<file path="config.mk">
export PLATFORM = sky130hd
export DESIGN_NAME = flag_xfer_arbiter
export DESIGN_NICKNAME = d
export VERILOG_FILES = /design/src/rtl/flag_xfer_arbiter_pkg.sv /design/src/rtl/flag_xfer_arbiter_rr_pick.sv /design/src/rtl/flag_xfer_arbiter.sv
export SDC_FILE = /design/constraint.sdc
export NUM_CORES = 1
export LEC_CHECK = 0
export ABC_AREA = 0
export ABC_CLOCK_PERIOD_IN_PS = 2300
export CORE_AREA = 4 4 63 65
export DETAILED_ROUTE_END_ITERATION = 12
export DIE_AREA = 0 0 67 69
export GPL_TIMING_DRIVEN = 0
export HOLD_SLACK_MARGIN = 0.03
export PLACE_DENSITY = 0.82
export SKIP_CTS_REPAIR_TIMING = 1
export SLEW_MARGIN = 20
export SYNTH_ARGS = -nofsm -noshare
export SYNTH_HDL_FRONTEND = slang
export SYNTH_HIERARCHICAL = 1
export SYNTH_SLANG_ARGS = --single-unit
</file>
<file path="constraint.sdc">
create_clock -name i_clk -period 2.3 [get_ports i_clk]
set_clock_uncertainty 0.2 [all_clocks]
set_input_delay 0.46 -clock i_clk [delete_from_list [all_inputs] [get_ports i_clk]]
set_output_delay 0.46 -clock i_clk [all_outputs]
set_load 0.02 [all_outputs]
</file>
<file path="src/rtl/flag_xfer_arbiter_pkg.sv">
// rtl/flag_xfer_arbiter_pkg.sv - shared state encoding and counter width for the flag transfer arbiter
package flag_xfer_arbiter_pkg;

  typedef enum logic [1:0] {
    S_IDLE  = 2'd0,
    S_ISSUE = 2'd1,
    S_WAIT  = 2'd2,
    S_GAP   = 2'd3
  } state_t;

  localparam int TMO_W = 16;

endpackage

</file>
<file path="src/rtl/flag_xfer_arbiter_rr_pick.sv">
// rtl/flag_xfer_arbiter_rr_pick.sv - combinational round-robin pick of the first pending index after ptr
module rr_pick #(
  parameter int NREQ = 4,
  parameter int SELW = 2
) (
  input  logic [NREQ-1:0] pending,
  input  logic [SELW-1:0] ptr,
  output logic [SELW-1:0] grant,
  output logic            valid
);

  logic [SELW-1:0] idx;

  // Scan starts one past the last grant, so ptr itself is checked last.
  always_comb begin
    grant = '0;
    valid = 1'b0;
    idx   = '0;
    for (int i = 1; i <= NREQ; i++) begin
      idx = SELW'((int'(ptr) + i) % NREQ);
      if (!valid && pending[idx]) begin
        valid = 1'b1;
        grant = idx;
      end
    end
  end

endmodule

</file>
<file path="src/rtl/flag_xfer_arbiter.sv">
// rtl/flag_xfer_arbiter.sv - round-robin scheduler for one clkA->clkB flag crossing with ack and timeout
// Optional saturating merge/timeout/spurious-ack counters when FLAG_XFER_STATS_EN is defined.
module flag_xfer_arbiter
  import flag_xfer_arbiter_pkg::*;
#(
  parameter int NREQ    = 4,
  parameter int SELW    = 2,
  parameter int MIN_GAP = 4,
  parameter int TMO     = 255
) (
  input  logic            i_clk,
  input  logic            i_rstn,
  input  logic [NREQ-1:0] i_req,
  input  logic            i_ack,
  output logic            o_flag,
  output logic [SELW-1:0] o_sel,
  output logic            o_busy,
  output logic [NREQ-1:0] o_pending,
  output logic [NREQ-1:0] o_done,
  output logic            o_timeout
`ifdef FLAG_XFER_STATS_EN
  ,
  output logic [7:0]      o_merge_cnt,
  output logic [7:0]      o_tmo_cnt,
  output logic [7:0]      o_spur_cnt
`endif
);

  state_t            state;
  logic [TMO_W-1:0]  timer;
  logic [SELW-1:0]   rrPtr;
  logic [SELW-1:0]   pick;
  logic              pickValid;
  logic              ackHit;
  logic              tmoHit;
  logic [NREQ-1:0]   selMask;
  logic [NREQ-1:0]   clrMask;

  rr_pick #(.NREQ(NREQ), .SELW(SELW)) uPick (
    .pending (o_pending),
    .ptr     (rrPtr),
    .grant   (pick),
    .valid   (pickValid)
  );

  // Ack beats expiry when both land in the same WAIT cycle.
  always_comb begin
    selMask        = '0;
    selMask[o_sel] = 1'b1;
    ackHit         = (state == S_WAIT) && i_ack;
    tmoHit         = (state == S_WAIT) && !i_ack && (timer == TMO_W'(TMO - 1));
    clrMask        = (ackHit || tmoHit) ? selMask : '0;
  end

  always_ff @(posedge i_clk or negedge i_rstn) begin
    if (!i_rstn) begin
      state     <= S_IDLE;
      timer     <= '0;
      rrPtr     <= SELW'(NREQ - 1);
      o_flag    <= 1'b0;
      o_sel     <= '0;
      o_busy    <= 1'b0;
      o_pending <= '0;
      o_done    <= '0;
      o_timeout <= 1'b0;
    end else begin
      // A request in the clearing cycle starts a fresh transaction.
      o_pending <= (o_pending & ~clrMask) | i_req;
      o_flag    <= 1'b0;
      o_done    <= '0;
      o_timeout <= 1'b0;
      case (state)
        S_IDLE: begin
          if (pickValid) begin
            o_sel  <= pick;
            rrPtr  <= pick;
            o_flag <= 1'b1;
            o_busy <= 1'b1;
            state  <= S_ISSUE;
          end
        end
        S_ISSUE: begin
          timer <= '0;
          state <= S_WAIT;
        end
        S_WAIT: begin
          timer <= timer + 1'b1;
          if (ackHit) begin
            o_done <= selMask;
            timer  <= '0;
            state  <= S_GAP;
          end else if (tmoHit) begin
            o_timeout <= 1'b1;
            timer     <= '0;
            state     <= S_GAP;
          end
        end
        S_GAP: begin
          // The timer doubles as the spacing counter between transactions.
          if (timer == TMO_W'(MIN_GAP - 1)) begin
            timer  <= '0;
            o_busy <= 1'b0;
            state  <= S_IDLE;
          end else begin
            timer <= timer + 1'b1;
          end
        end
        default: state <= S_IDLE;
      endcase
    end
  end

`ifdef FLAG_XFER_STATS_EN
  logic [NREQ-1:0] mergeMask;
  logic [8:0]      mergeSum;

  always_comb begin
    mergeMask = i_req & o_pending & ~clrMask;
    mergeSum  = {1'b0, o_merge_cnt} + 9'($countones(mergeMask));
  end

  always_ff @(posedge i_clk or negedge i_rstn) begin
    if (!i_rstn) begin
      o_merge_cnt <= '0;
      o_tmo_cnt   <= '0;
      o_spur_cnt  <= '0;
    end else begin
      o_merge_cnt <= mergeSum[8] ? 8'hFF : mergeSum[7:0];
      if (tmoHit && o_tmo_cnt != 8'hFF)
        o_tmo_cnt <= o_tmo_cnt + 8'd1;
      if (i_ack && state != S_WAIT && o_spur_cnt != 8'hFF)
        o_spur_cnt <= o_spur_cnt + 8'd1;
    end
  end
`endif

endmodule

</file>
Yosys cells after proc, flatten, opt, wreduce, memory -nomap -nowiden
Index checks and enable logic that the tools add are counted.

operators by class
  $add $sub $neg = 5
  order comparisons = 6
  eq/ne operators = 8
  mux-type cells = 38
  bitwise operators = 3
  reduce and logical (&&, ||, !) cells = 18

operators with widths
  kind                                                                     count
  16-bit two-way mux                                                       3
  16-bit case mux with 3 select lines                                      1
  16-bit by 1-bit adder with 16-bit output (second input constant)         1
  16-bit by 2-bit equality test with 1-bit output (second input constant)  1
  16-bit by 8-bit equality test with 1-bit output (second input constant)  1
  1-bit two-way mux                                                        16
  2-bit two-way mux                                                        8
  2-bit by 3-bit < comparator with 1-bit output (second input constant)    5
  4-bit two-way mux                                                        3
  1-bit binary-select mux with 2-bit select                                4
  2-bit case mux with 4 select lines                                       1
  1-bit logical AND                                                        7
  3-bit AND reduction                                                      2
  2-bit by 1-bit adder with 2-bit output (second input constant)           2
  2-bit adder (second input constant)                                      2
  4-bit AND                                                                1
  2-bit equality test (second input constant)                              2
  1-bit zero test                                                          4
  2-bit != test (second input constant)                                    2
  4-bit NOT                                                                1
  4-bit bitwise OR                                                         1
  3-bit != test (second input constant)                                    1
  3-bit nonzero test                                                       1
  1-bit demux with 2-bit select                                            1
  7 further kinds                                                          7

word-level totals
  register bits = 33
  logic and storage cells = 87

Longest topological paths before layout
  depth in word-level cells = 15
  mapped depth = 7
  mapped depth without buffers = 6

Cells and area by module
The synthesis kept the hierarchy.

modules (own cells, without submodules)
  module             instances  cells each  area each (um^2)  seq. area each (um^2)
  flag_xfer_arbiter  1          178         1770.4            828.3
  rr_pick            1          14          91.3              0.0

Worst setup path before layout
Ideal clock, no wire load.

  kind = flip-flop to flip-flop
  from = register timer[1]
  to = register state[1]
  library setup time = 0.128 ns
  arrival time = 1.658 ns
  data required time = 1.972 ns
  path slack = 0.315 ns
  stages on the path, launching flop included = 6
  buffers on the path = 0
  clock period less this slack = 1.985 ns
  path through = dfrtp_1 > ha_1 > nor4b_1 > a41oi_2 > a211oi_2 > mux2_1

between the ends
  cells in the longest elaborated chain, start to end = 4
  elaborated cells between the ends (all ways) = 6
  classes of those cells = eq/ne: 4; reduce/logical: 2

ends and longest elaborated chain
  element                                          RTL line                  RTL
  start, declared                                  flag_xfer_arbiter.sv:30   logic [TMO_W-1:0] timer;
  start signal, assigned                           flag_xfer_arbiter.sv:87   timer <= timer + 1'b1;
  start signal, assigned                           flag_xfer_arbiter.sv:105  timer <= timer + 1'b1;
  16-bit by 8-bit equality test with 1-bit output  flag_xfer_arbiter.sv:51   tmoHit = (state == S_WAIT) && !i_ack && (timer == TMO_W'(TMO - 1));
  1-bit logical AND                                flag_xfer_arbiter.sv:51
  3-bit != test (no source line)                   -
  3-bit AND reduction (no source line) (*)         -
  end signal, assigned                             flag_xfer_arbiter.sv:57   state <= S_IDLE;
  end signal, assigned                             flag_xfer_arbiter.sv:79   state <= S_ISSUE;
  end signal, assigned                             flag_xfer_arbiter.sv:84   state <= S_WAIT;
  end, declared                                    flag_xfer_arbiter.sv:29   state_t state;

Every way passes the cells marked *; elsewhere a longest branch is shown, timed or not.
A chain may end at the register's enable or synchronous reset.

Worst setup path in the final report
  from = register o_sel[0]
  to = output port o_sel[0]

RTL lines
  element                 RTL line                 RTL
  start, declared         flag_xfer_arbiter.sv:16  output logic [SELW-1:0] o_sel,
  start signal, assigned  flag_xfer_arbiter.sv:75  o_sel <= pick;

No word-level cell between the ends.

==> results.py <==
metrics = {
    "synthesis": {
        "ys_seq_area_frac": 0.445,
        "synth.most_common_cell": "dfrtp_1",
        "synth_ff_type": "dfrtp_1",
        "avgSynthCellArea_um2": 9.70,
        "synth_largest_area_cell": "dfrtp_1",
        "yosys_warnings": 6,
        "synth_top_area_frac": 0.417,
        "postSynth.asyncResetShare": 1.00,
        "synthTopCellsByCount": "dfrtp_1 (31), nor2_1 (19), nand2_1 (15)",
        "netlist_instances": 192,
        "mappedNetlistArea_um2": 1860,
        "ys_seq_elements": 33,
        "synth.distinct_cells": 39,
        "synth_area_leaders": "dfrtp_1 (42%), nor2_1 (3.8%), mux2i_1 (3.8%), nor3_2 (3.8%), ha_1 (3.4%)",
        "synth-edff-count": 0,
        "syn_nets": 204,
    },
    "worst_setup_path": {
        "cp_num_buf_inv": 1,
        "worstSetupEndpointType": "output port",
        "rr_worst_depth": 6,
        "crit_arrival_ns": 1.53,
        "cp_slowest_cell": "clkdlybuf4s50_1",
        "crit_path_max_incr_delay_ns": 0.67,
        "cp.depth": 1,
        "required_ns": 1.64,
        "critPathTopFamily": "buffers and inverters",
        "startpoint_type": "register",
        "crit_type": "reg -> out",
        "path_max_fanout": 8,
        "path_cells": "clkdlybuf4s50_1",
    },
    "grt": {
        "grtUsageMet2": 0.271,
        "grt_pass1_vias": 1464,
        "gr-usage-met3": 0.0487,
        "use_met1": 0.261,
        "grt_start_max_net_pins": 33,
        "grt_use_total": 0.184,
        "antenna_found_initial": 0,
        "overflow": 0,
        "busiest_layer": "met2",
        "grt_pass1_wl_um": 6700,
    },
    "die": {
        "die_height_um": 69,
        "start_util": 0.558,
        "dieArea_um2": 4620,
        "rows": 21,
        "ioPinCount": 20,
        "die_w_um": 67,
        "core-area_um2": 3340,
    },
    "place": {
        "dpl.hpwl_um": 2680,
        "portBuffers": 19,
        "place_congestion": 0.794,
        "dp_slack_ns": 0.0734,
    },
    "hold_path": {
        "hp-class": "in -> async",
    },
    "pwr": {
        "p_clk_frac": 0.208,
        "sw_frac_of_total": 0.398,
        "p_seq_frac": 0.365,
        "finalPower_uw": 2230,
        "vdd_drop_max_mv": 0.722,
        "combPwrFrac": 0.428,
        "p_per_area_nw_per_um2": 999,
        "p_int_uw": 1340,
        "p_leak_uw": 0.00102,
        "switchingPower_uw": 888,
    },
    "cells_and_area": {
        "final_net_count": 232,
        "drive_gt1_frac": 0.163,
        "final_core_util": 0.668,
        "area_growth_pct": 19.8,
        "antennaDiodeCount": 0,
    },
    "detailed_routing": {
        "ant_nets": 0,
        "vias_per_cell": 5.72,
        "drt-total-wl_um": 3800,
        "wl_per_cell_um": 14.2,
        "first_iter_violations": 107,
        "drc": 0,
        "vias": 1526,
        "drtPass1Iterations": 5,
    },
    "cts": {
        "cts_sinks": 33,
        "cts_tree": "built",
        "cts_buffer_depth": 2,
        "clkTransAtPathRegs_ns": 0.11,
        "clk_latency_ns": 0.34,
        "cts-root-buf": "clkbuf_4",
        "cts_buffers": 5,
        "cts-htree-levels": 2,
    },
    "timing": {
        "tightest_slew_ns": 0.481,
        "hold_violations": 0,
        "finalSetupTns_ns": 0,
        "layout_setup_ws_ns": 0.108,
        "fin_crit_sh": 0.953,
        "fmax_mhz": 456,
        "rsz0062_at_grt": "no",
        "slew_headroom": 0.679,
        "drv_slew": 0,
        "setup_viol": 0,
        "period_needed_ns": 2.19,
    },
    "status": {
        "outcome": "finished clean",
    },
    "run": {
        "maxCapViolations": 0,
    },
}
-- cells in the final DEF, fill, tap and decap left out, types with 2 or more instances in the layout --
cell type,count
a31oi_1,4
dfstp_2,2
a21o_1,4
nand4_1,7
clkbuf_4,5
mux2i_1,7
nor3_2,7
nor2_1,19
ha_1,5
clkdlybuf4s50_1,18
nor2b_1,5
a21oi_2,2
o21ai_0,11
a21oi_1,11
a211oi_2,2
dfrtp_1,31
nand2_1,15
nor2_2,2
nand2b_1,3
buf_2,3
nand3_1,4
and2_1,2
and4_1,4
clkbuf_1,5
nor3_1,7
and3_1,6
inv_1,9
nor4_4,2
buf_6,2
-- power groups by stage --
stage	clock (uW)	combinational (uW)	sequential, uW
floorplan	0	596	859
global placement	0	911	815
detailed placement	0	943	824
CTS	474	949	809
global route	502	1050	831
finish	463	953	812
-- per-layer routing --
metal	wire length, um	share of wire	up-vias
li1	-	-	740
met1	1810	0.48	751
met2	1790	0.47	29
met3	145	0.038	6
met4	51	0.013	0
met5	0	0	-
-- sequential cells by signal, summed over array words and instances (netlist names), 2 cells and up --
register,count
o_sel,2
o_pending,4
o_done,4
state,2
rrPtr,2
timer,16
-- per-stage QoR --
| step | hold WS, ns | cells | area (um2) |
|---|---|---|---|
| after global placement | 0.315 | 257 | 2110 |
| after CTS | -0.312 | 266 | 2210 |
| after global routing | 0.223 | 267 | 2230 |
| after detailed placement | 0.0646 | 258 | 2120 |
| after floorplan | -0.0356 | 192 | 1860 |
| final | 0.238 | 267 | 2230 |
-- cell families after synthesis --
kind of cell,after synthesis,share of synthesized area
adder cells (fa/ha/maj),5,0.0336
multiplexers,8,0.0437
flip-flops,33,0.445
AND/OR/NAND/NOR,88,0.284
AO/OA/AOI/OAI,40,0.148
buffers and inverters,18,0.0457
-- final cells by class --
| type | instances | area [um2] |
|---|---|---|
| Clock inverter | 2 | 37.5 |
| Inverter | 9 | 33.8 |
| Clock buffer | 6 | 51.3 |
| Fill cell | 269 | 1110 |
| Sequential cell | 33 | 828 |
| Tap cell | 46 | 57.6 |
| Multi-Input combinational cell | 141 | 955 |
| Timing Repair Buffer | 21 | 215 |
| Buffer | 9 | 51.3 |
-- final timing paths --
path | endpoint | startpoint | slack, ns
hold reg to reg | rrPtr[0]$_DFFE_PN1P_ | rrPtr[0]$_DFFE_PN1P_ | 0.34
hold / removal | o_done[0]$_DFF_PN0_ | i_rstn | 0.24
setup reg to reg | timer[12]$_DFFE_PN0N_ | timer[1]$_DFFE_PN0N_ | 0.16
setup / recovery | o_sel[0] | o_sel[0]$_DFFE_PN0P_ | 0.11
max in group asynchronous | rrPtr[1]$_DFFE_PN1P_ | i_rstn | 1.22
min in group i_clk | rrPtr[0]$_DFFE_PN1P_ | rrPtr[0]$_DFFE_PN1P_ | 0.34
No activity file was read; power rests on OpenSTA's default activity.
